### config.mk
export PLATFORM = sky130hd
export DESIGN_NAME = pr_bus_arb
export DESIGN_NICKNAME = d
export VERILOG_FILES = /design/src/rtl/pr_bus_arb.sv
export SDC_FILE = /design/constraint.sdc
export NUM_CORES = 1
export LEC_CHECK = 0
export ABC_AREA = 1
export BUFFER_PORTS_ARGS = -buffer_cell sky130_fd_sc_hd__buf_2
export CELL_PAD_IN_SITES_DETAIL_PLACEMENT = 1
export CELL_PAD_IN_SITES_GLOBAL_PLACEMENT = 1
export CORE_MARGIN = 2
export CORE_UTILIZATION = 28
export DETAILED_ROUTE_END_ITERATION = 12
export PLACE_DENSITY = 0.82
export RECOVER_POWER = 25
export SKIP_CTS_REPAIR_TIMING = 1
export SLEW_MARGIN = 20
export SYNTH_ARGS = -nofsm -noshare
export SYNTH_HDL_FRONTEND = slang
export SYNTH_SLANG_ARGS = --single-unit
export TNS_END_PERCENT = 50
### constraint.sdc
create_clock -name clk -period 1.5 [get_ports clk]
set_input_delay 0.3 -clock clk [delete_from_list [all_inputs] [get_ports clk]]
set_output_delay 0.3 -clock clk [all_outputs]
set_load 0.05 [all_outputs]
### src/rtl/pr_bus_arb.sv
// pr_bus_arb: two-master (m0 = CPU, m1 = DMA) round-robin arbiter in front of
// two small memory-mapped devices, with a fixed number of wait states per access.
// Ports: clk, rst (sync, active-high); per master: req/addr/we/wd in, rd/ack out;
//        grant/busy/err status; dev_addr/dev_wd/devN_we out to devices, devN_rd in.
module pr_bus_arb #(
   parameter int unsigned WAIT_CYC  = 1,
   parameter logic [31:0] DEV0_BASE = 32'h0000_7F00,
   parameter logic [31:0] DEV1_BASE = 32'h0000_7F10
) (
   input  logic        clk,
   input  logic        rst,
   input  logic        m0_req,
   input  logic        m1_req,
   input  logic [31:0] m0_addr,
   input  logic [31:0] m1_addr,
   input  logic        m0_we,
   input  logic        m1_we,
   input  logic [31:0] m0_wd,
   input  logic [31:0] m1_wd,
   output logic [31:0] m0_rd,
   output logic [31:0] m1_rd,
   output logic        m0_ack,
   output logic        m1_ack,
   output logic [1:0]  grant,
   output logic        busy,
   output logic        err,
   output logic [1:0]  dev_addr,
   output logic [31:0] dev_wd,
   output logic        dev0_we,
   output logic        dev1_we,
   input  logic [31:0] dev0_rd,
   input  logic [31:0] dev1_rd
);

   typedef enum logic [1:0] {
      IDLE   = 2'd0,
      ACCESS = 2'd1,
      RESP   = 2'd2
   } state_t;

   localparam logic [2:0] WCNT_INIT = 3'(WAIT_CYC);

   state_t      state, state_nx;
   logic [2:0]  wcnt, wcnt_nx;
   logic        last, last_nx;   // 1: m1 was served last
   logic        owner, owner_nx; // 1: m1 owns the bus
   logic [31:0] addr_q, addr_nx;
   logic [31:0] wd_q, wd_nx;
   logic        we_q, we_nx;

   logic        pick;
   logic        sel0, sel1;
   logic        final_cyc;
   logic [31:0] rdata;

   // On a tie the master not served last wins; a lone request always wins.
   assign pick = (m0_req & m1_req) ? ~last : m1_req;

   assign sel0 = (addr_q >= DEV0_BASE) && (addr_q < DEV0_BASE + 32'd12);
   assign sel1 = (addr_q >= DEV1_BASE) && (addr_q < DEV1_BASE + 32'd12);

   assign final_cyc = (state == ACCESS) && (wcnt == 3'd0);

   always_comb begin
      rdata = 32'd0;
      if (sel0)
         rdata = dev0_rd;
      else if (sel1)
         rdata = dev1_rd;
   end

   always_comb begin
      state_nx = state;
      wcnt_nx  = wcnt;
      last_nx  = last;
      owner_nx = owner;
      addr_nx  = addr_q;
      wd_nx    = wd_q;
      we_nx    = we_q;
      unique case (state)
         IDLE: begin
            if (m0_req | m1_req) begin
               state_nx = ACCESS;
               wcnt_nx  = WCNT_INIT;
               owner_nx = pick;
               last_nx  = pick;
               addr_nx  = pick ? m1_addr : m0_addr;
               wd_nx    = pick ? m1_wd : m0_wd;
               we_nx    = pick ? m1_we : m0_we;
            end
         end
         ACCESS: begin
            if (wcnt == 3'd0)
               state_nx = RESP;
            else
               wcnt_nx = wcnt - 3'd1;
         end
         RESP: state_nx = IDLE;
         default: state_nx = IDLE;
      endcase
   end

   always_ff @(posedge clk) begin
      if (rst) begin
         state  <= IDLE;
         wcnt   <= 3'd0;
         last   <= 1'b1;
         owner  <= 1'b0;
         addr_q <= 32'd0;
         wd_q   <= 32'd0;
         we_q   <= 1'b0;
      end else begin
         state  <= state_nx;
         wcnt   <= wcnt_nx;
         last   <= last_nx;
         owner  <= owner_nx;
         addr_q <= addr_nx;
         wd_q   <= wd_nx;
         we_q   <= we_nx;
      end
   end

   // Read data lands on the final access edge; writes leave it untouched.
   always_ff @(posedge clk) begin
      if (rst) begin
         m0_rd <= 32'd0;
         m1_rd <= 32'd0;
      end else if (final_cyc && !we_q) begin
         if (owner)
            m1_rd <= rdata;
         else
            m0_rd <= rdata;
      end
   end

   assign busy     = (state != IDLE);
   assign grant    = busy ? (owner ? 2'b10 : 2'b01) : 2'b00;
   assign dev_addr = busy ? addr_q[3:2] : 2'b00;
   assign dev_wd   = busy ? wd_q : 32'd0;
   assign dev0_we  = final_cyc & we_q & sel0;
   assign dev1_we  = final_cyc & we_q & sel1;
   assign m0_ack   = (state == RESP) & ~owner;
   assign m1_ack   = (state == RESP) & owner;
   assign err      = (state == RESP) & ~(sel0 | sel1);

endmodule

Word-level counts from Yosys, hierarchy flattened. Cells that the tools add are included.

Bitwise operators: 12. Multiplexer cells: 16. Reductions and logical operators: 14. Equal/unequal tests: 5. Add/sub/neg operators: 1. Order comparisons: 4.

Operators by type and width (number): 32-bit 2-to-1 mux (5); 32-bit by 15-bit >= comparator with 1-bit output (second input constant) (2); 32-bit by 15-bit less-than comparator with 1-bit output (second input constant) (2); 2-bit 2-to-1 mux (5); 2-bit AND reduction (4); 1-bit bitwise AND (7); 3-bit 2-to-1 mux (2); 3-bit one-hot mux with 2 select lines (1); 1-bit logical AND (4); 2-bit inequality test (second input constant) (2); 2-bit one-hot mux with 2 select lines (1); 2-bit nonzero test (2); 3-bit zero test (1); 1-bit inverter (3); 3-bit AND reduction (1); 3-bit by 1-bit subtractor with 3-bit output (second input constant) (1); 2-bit by 1-bit == test with 1-bit output (second input constant) (1); 2-bit == test (second input constant) (1); 2-bit zero test (1); 1-bit 2-to-1 mux (2); 2-bit by 1-bit inequality test with 1-bit output (second input constant) (1); 1-bit OR (2); 1-bit zero test (1).

Register bits after elaboration: 136. Output and inout bits: 106. Word-level logic and storage cells: 61.

Logic depth before layout (Yosys ltp). Gate-level depths: netlist (run 1).

Word-level depth: 5. Depth in mapped cells: 11.

Worst setup path before layout (run 1). OpenSTA, ideal clock, no wires.

Path kind: register to output. Start: register wcnt[0]. End: output port dev0_we. Slack: -1.100 ns. Arrival time: 2.300 ns. Stages on the path, launching flop included: 7. Cells stage by stage: dfxtp_1 inv_1 ha_1 inv_1 nor3_2 nand2_1 nor4_1.

Longest elaborated chain between the ends: 4.

RTL lines: start, declared (RTL line 44) `logic [2:0] wcnt, wcnt_nx;`; start signal, assigned (RTL line 114) `wcnt <= wcnt_nx;`; 3-bit zero test (RTL line 62) `assign final_cyc = (state == ACCESS) && (wcnt == 3'd0);`; 1-bit logical AND (RTL line 62); 1-bit bitwise AND (2 in a row) (RTL line 140) `assign dev0_we = final_cyc & we_q & sel0;`; end, declared (RTL line 29) `output logic dev0_we,`.

Every way passes these cells.

Final worst setup path (run 1).
Start: register addr_q[21]. End: output port dev0_we.

Longest elaborated chain between the ends: 3. Elaborated cells between the ends (all ways): 4. Classes of those cells: 2 x order compare; 1 x bitwise; 1 x reduce/logical.

RTL lines: start, declared (RTL line 47) `logic [31:0] addr_q, addr_nx;`; start signal, assigned (RTL line 117) `addr_q <= addr_nx;`; 32-bit by 15-bit >= comparator with 1-bit output or 32-bit by 15-bit less-than comparator with 1-bit output (tied branches) (RTL line 59) `assign sel0 = (addr_q >= DEV0_BASE) && (addr_q < DEV0_BASE + 32'd12);`; 1-bit logical AND * (RTL line 59); 1-bit bitwise AND * (RTL line 140).

Every way passes the cells marked *; elsewhere a longest branch is shown, timed or not.

==> out/results.tsv, run 1 <==
stage	metric	value	unit
run_status	outcome	complete, but fails checks	
run_status	failing checks	setup timing	
setup_path	Crit-path slowest cell	dfxtp_2	
synthesis	Seq/Total Area, Yosys	40.8	%
sta	max-slew violation count	0	
floorplanning	die area	0.0247	sq mm
detailed_routing	DRC	0	
setup_path	worst endpoint data arrival time	1.69	ns
synthesis	cell taking the most area after synthesis	dfxtp_1	
placed_design	HPWL after DPL	19.2	mm
placed_design	number of cells after detailed placement	1614	
sta	Hold WS	0.137	ns
clock_network	CTS sink cnt	134	
clock_network	clock latency on the worst-skew pair	0.42	ns
detailed_routing	Avg WL per Cell	16.4	microns
synthesis	Synth Instances	1005	
setup_path	Buf/Inv on CP	3	
final_layout	Area Growth Syn to Fin	57.5	%
floorplanning	Core Box Area	0.0233	sq mm
final_layout	Final Non-Filler Cells	1670	
setup_path	endpoint type of the worst setup path	primary output	
global_route	gr ovfl total	0	
sta	Tcrit/Tclk final	133	%
clock_network	CTS H-tree depth	4	
detailed_routing	final wirelength	27.3	mm
final_layout	share of cells above drive strength 1	37.2	%
sta	RSZ-0062 raised after global routing	true	
clock_network	CTS Buffer Depth	2	
sta	Final Hold Vio Count	0	
floorplanning	DIE WIDTH	157	microns
clock_network	CTS Root Cell	clkbuf_16	
final_layout	post-layout util	44.5	%
synthesis	FF+latch count, synth	134	
detailed_routing	1st-pass router iterations	4	
synthesis	Mapped Nets	1205	
power	total power	12.6	mW
sta	worst clock skew	0.0105	ns
synthesis	post-synth top area share	40.8	%
sta	final setup fails	134	
global_route	GRT Overall Usage	20.6	%
sta	Slew @ Worst Pin	0.427	ns
placed_design	global placement routability congestion	0.831	
clock_network	clock transition at the registers of the reported paths	0.07	ns
global_route	vias in the first global route	8019	
setup_path	Critical Path RT	1.20	ns
sta	final worst slack	-0.491	ns
worst_hold_path	HP Class	input port to flip-flop	
sta	maximum clock rate	502	MHz
job	total of max-cap violations	0	
placed_design	pre-CTS worst setup slack	-0.181	ns
detailed_routing	via count	7859	
floorplanning	io pins	304	
floorplanning	die height	157	microns
clock_network	cts bufs inserted	17	
setup_path	crit path launch type	flip-flop	
detailed_routing	Initial DRC Count	344	
sta	Post-Route Setup TNS	-26.46	ns
placed_design	port buffer count	299	
global_route	initial antenna violation count	0	
power	maximum vdd drop	642	uV
placed_design	DP Area	0.00906	sq mm
detailed_routing	routed vias/inst	4.71	
setup_path	CP Class	flip-flop to primary output	
power	Leak	4.97	nW
final_layout	nets	1537	
setup_path	delay-heaviest family, CP	simple AND/OR/NAND/NOR gates	
synthesis	Distinct cells, synth	29	
final_layout	post-route cell area	0.0104	sq mm
power	Pwr Density	1210	mW/mm^2
synthesis	top cells by area, synth	dfxtp_1 41%, nor2_1 14%, nand3_1 9.0%	
sta	relative max-transition margin	71.4	%
setup_path	worst-path fanout max	2	
global_route	first-pass GRT wire length	40.0	mm
setup_path	slowest cell delay on critical path	0.34	ns
global_route	pin count of the biggest net entering global routing	65	
clock_network	CTS tree	yes	
floorplanning	std cell rows	56	
floorplanning	Initial Utilization	28.3	%
final_layout	fillcell total	2990	
synthesis	synthesized area	0.00658	sq mm
setup_path	critical path, cell by cell	nor2_4, nand2_4, inv_2, nand2_2, buf_6, nor4_4, buf_12	
synthesis	synthesized area per cell	6.55	sq um
synthesis	Warnings, synthesis	0	
detailed_routing	DRT antenna net count	0	
sta	min Tclk post-route	1.99	ns
[path summary, 6_finish.rpt]
kind / startpoint / endpoint / slack, ns / cells past startpoint
hold reg to reg: last / last / 0.46 / 2
setup / recovery: addr_q[21] / dev0_we / -0.49 / 7
hold / removal: m1_wd[23] / wd_q[23] / 0.14 / 3
setup reg to reg: addr_q[21] / m1_rd[24] / -0.21 / 12
[Yosys cell counts (all sizes together)]
cell and instances:
o31ai 1, nor4 2, or2 1, inv 121, nor3 3, dfxtp 134, ha 2, a31oi 1
a211oi 1, buf 35, clkinv 1, a21oi 3, a21boi 32, and3 1, nand2 132, clkbuf 33
o22ai 42, nand3 118, nand4 1, o21ai 86, nor2 255
[cells by family after synthesis]
family	count (synthesis)	synth area share, %
AO/OA/AOI/OAI	166	14.8
adder cells (fa/ha/maj)	2	0.380
buffers and inverters	190	11.7
flip-flops	134	40.8
AND/OR/NAND/NOR	513	32.3
[layout by cell type (no fill, tap or decap), types with 2 or more instances in the layout]
cell | synthesis | final
buf_2 | 20 | 237
nor2_1 | 250 | 202
dfxtp_1 | 134 | 123
nand2_1 | 132 | 121
nand3_1 | 118 | 118
inv_1 | 120 | 112
o21ai_0 | 80 | 69
buf_4 | 9 | 48
o22ai_1 | 42 | 42
buf_6 | 0 | 39
a21boi_0 | 32 | 32
nor2_2 | 1 | 31
clkbuf_16 | 0 | 23
buf_12 | 0 | 23
nor2_4 | 4 | 22
clkbuf_2 | 0 | 21
o21ai_1 | 5 | 17
dfxtp_2 | 0 | 11
nand2_2 | 0 | 10
inv_2 | 1 | 9
inv_6 | 0 | 6
buf_8 | 0 | 5
clkinvlp_4 | 0 | 4
a21oi_1 | 3 | 3
nor3_4 | 0 | 2
clkinv_4 | 0 | 2
[metal layers]
metal | global-route usage, % | vias up | routed length, microns | part of all wire, %
li1 | - | 3861 | - | -
met1 | 23.1 | 3712 | 11100 | 41
met2 | 37.7 | 253 | 13800 | 50
met3 | 5.75 | 33 | 1890 | 6.9
met4 | 6.06 | 0 | 551 | 2.0
met5 | 0 | - | 0 | 0
[registers in the layout, indices dropped and copies added, names as in the netlist]
name    cells
wd_q       32
owner       1
addr_q     30
last        1
m1_rd      32
wcnt        3
state       2
we_q        1
m0_rd      32
[worst register-to-register path: stages, from the launching register on]
cell	delay [ns]
dfxtp_2	0.34
nor2_4	0.12
nand2_4	0.08
inv_2	0.05
nand2_2	0.06
nor2_2	0.18
buf_12	0.13
buf_4	0.20
buf_12	0.15
nand3_1	0.10
nand3_1	0.11
nand2_1	0.06
inv_1	0.06
[layout make-up]
cell class              count  area (sq um)  share of cell area (%)
repair buffers            381          2810                    27.1
clock inverters            14           141                    1.36
well taps                 319           399                    3.85
diodes                      1          2.50                  0.0241
clock buffers              18           429                    4.14
flip-flops and latches    134          2700                    26.0
multi-input cells         681          3420                    33.0
inverters                 122           458                    4.42
[where the power goes]
| part | switching [mW] | total [mW] | leakage, nW | internal (mW) |
|---|---|---|---|---|
| logic | 2.68 | 4.25 | 3.60 | 1.57 |
| registers | 0.203 | 4.18 | 1.10 | 3.97 |
| clock network | 1.81 | 4.14 | 0.267 | 2.33 |
| total | 4.69 | 12.6 | 4.97 | 7.87 |
(Power assumes the default switching activity.)
==> run 2, diff against run 1 <==
- HOLD_SLACK_MARGIN: unset -> 0.05
- clock period: 1.5 -> 1.8 ns (I/O delays scaled with it)
==> run 2 against run 1 <==
  * The run still ends with setup timing left
  * Clock power decreased by 5.8%
  * Cell count decreased by 2.0%
  * Hold slack improved by 0.061 ns
  * Register-to-register slack improved by 0.31 ns
  * Utilization decreased by 2.5 points
  * Count of clock-buffer cells in the layout unchanged
  * Combinational power decreased by 25%
  * Power decreased by 16%
  * Highest routed layer unchanged
==> out/results.tsv, run 2 (synthesis gave the netlist of run 1 again) <==
stage	metric	value	unit
sta	worst clock skew	0.0109	ns
setup_path	slowest cell delay on critical path	0.32	ns
global_route	initial antenna violation count	0	
setup_path	worst endpoint data arrival time	1.73	ns
sta	max-slew violation count	0	
power	Pwr Density	1080	mW/mm^2
sta	Slew @ Worst Pin	0.510	ns
run_status	failing checks	setup timing	
final_layout	most frequent cells in the layout	286 x buf_2, 228 x nor2_1, 121 x dfxtp_1, 119 x nand2_1, 118 x nand3_1	
detailed_routing	final wirelength	25.9	mm
global_route	first-pass GRT wire length	39.0	mm
placed_design	port buffer count	299	
setup_path	crit path launch type	flip-flop	
sta	final setup fails	32	
clock_network	CTS tree	yes	
floorplanning	io pins	304	
global_route	pin count of the biggest net entering global routing	65	
sta	Hold WS	0.199	ns
setup_path	CP Class	flip-flop to primary output	
sta	Post-Route Setup TNS	-2.09	ns
setup_path	cell mode on critical path	inv_2	
sta	Tcrit/Tclk final	116	%
floorplanning	die height	157	microns
setup_path	worst-path fanout max	3	
sta	Final Hold Vio Count	0	
final_layout	share of cells above drive strength 1	34.0	%
global_route	vias in the first global route	7776	
detailed_routing	DRT antenna net count	0	
clock_network	CTS Buffer Depth	2	
floorplanning	DIE WIDTH	157	microns
sta	min Tclk post-route	2.09	ns
sta	relative max-transition margin	66.0	%
detailed_routing	via count	7694	
clock_network	CTS sink cnt	134	
setup_path	Crit-path slowest cell	nor4_4	
final_layout	post-layout util	42.0	%
setup_path	endpoint type of the worst setup path	primary output	
detailed_routing	Initial DRC Count	448	
clock_network	clock transition at the registers of the reported paths	0.07	ns
clock_network	clock latency on the worst-skew pair	0.42	ns
detailed_routing	routed vias/inst	4.70	
detailed_routing	1st-pass router iterations	4	
global_route	gr ovfl total	0	
sta	final worst slack	-0.288	ns
placed_design	HPWL after DPL	18.0	mm
final_layout	Area Growth Syn to Fin	48.6	%
power	maximum vdd drop	473	uV
run_status	outcome	complete, but fails checks	
final_layout	most common cell after layout, fill and taps aside	buf_2	
clock_network	cts bufs inserted	17	
power	Leak	4.81	nW
floorplanning	die area	0.0247	sq mm
placed_design	global placement routability congestion	0.764	
final_layout	nets	1502	
clock_network	CTS H-tree depth	4	
setup_path	critical path, cell by cell	inv_2, ha_4, inv_2, nor3_4, nand2_2, nor4_4, buf_12	
floorplanning	Initial Utilization	28.3	%
sta	maximum clock rate	479	MHz
job	total of max-cap violations	0	
placed_design	number of cells after detailed placement	1588	
detailed_routing	Avg WL per Cell	15.8	microns
worst_hold_path	HP Class	input port to flip-flop	
setup_path	delay-heaviest family, CP	simple AND/OR/NAND/NOR gates	
floorplanning	std cell rows	56	
clock_network	CTS Root Cell	clkbuf_16	
floorplanning	Core Box Area	0.0233	sq mm
final_layout	Final Non-Filler Cells	1637	
setup_path	Critical Path RT	1.44	ns
final_layout	top flop regs	m0_rd x32, m1_rd x32, wd_q x32	
global_route	GRT Overall Usage	19.9	%
sta	RSZ-0062 raised after global routing	true	
setup_path	Buf/Inv on CP	3	
detailed_routing	DRC	0	
run 2: cell type report:
cell class,count,area [sq um]
antenna,3,7.51
clock buffer,18,439
clock inverter,14,211
fill,3063,13500
inverter,122,458
multi-input combinational,681,3310
sequential,134,2700
tap,319,399
timing repair buffer,346,2250
run 2: worst register-to-register path, cell delays in order, from the launching register on:
cell and delay, ns:
dfxtp_1 0.30, inv_2 0.08, ha_4 0.13, inv_2 0.04
nor3_4 0.13, buf_4 0.14, nand2_2 0.08, nor2_4 0.13
buf_12 0.13, clkbuf_16 0.18, nor2_1 0.05, nor2_1 0.11
nand2_1 0.08, inv_1 0.05
run 2: stage by stage:
| step | total power [mW] | area, sq um | setup WS, ns |
|---|---|---|---|
| floorplan | 5.38 | 6630 | -0.0444 |
| global placement | 6.35 | 8660 | -0.0453 |
| detailed placement | 6.41 | 8660 | -0.0831 |
| CTS | 10.4 | 9310 | -0.531 |
| global route | 11.1 | 9770 | -0.392 |
| finish | 10.6 | 9780 | -0.288 |
run 2: report_power, final:
part	total, mW	internal, mW	switching (mW)
registers	3.48	3.31	0.165
clock network	3.90	2.40	1.49
logic	3.20	1.09	2.11
run 2: worst paths after layout:
path / from / end / slack, ns / cells past startpoint
setup / recovery: wcnt[1] / dev0_we / -0.29 / 7
hold / removal: m1_addr[27] / addr_q[27] / 0.20 / 3
hold reg to reg: wcnt[0] / wcnt[0] / 0.45 / 1
setup reg to reg: wcnt[1] / m1_rd[1] / 0.10 / 13
run 2: metal layers:
layer	track usage, %	routed length [microns]	share of wire, %
met1	23.0	10700	41
met2	35.9	13000	50
met3	5.59	1910	7.4
met4	5.11	320	1.2
met5	0	0	0
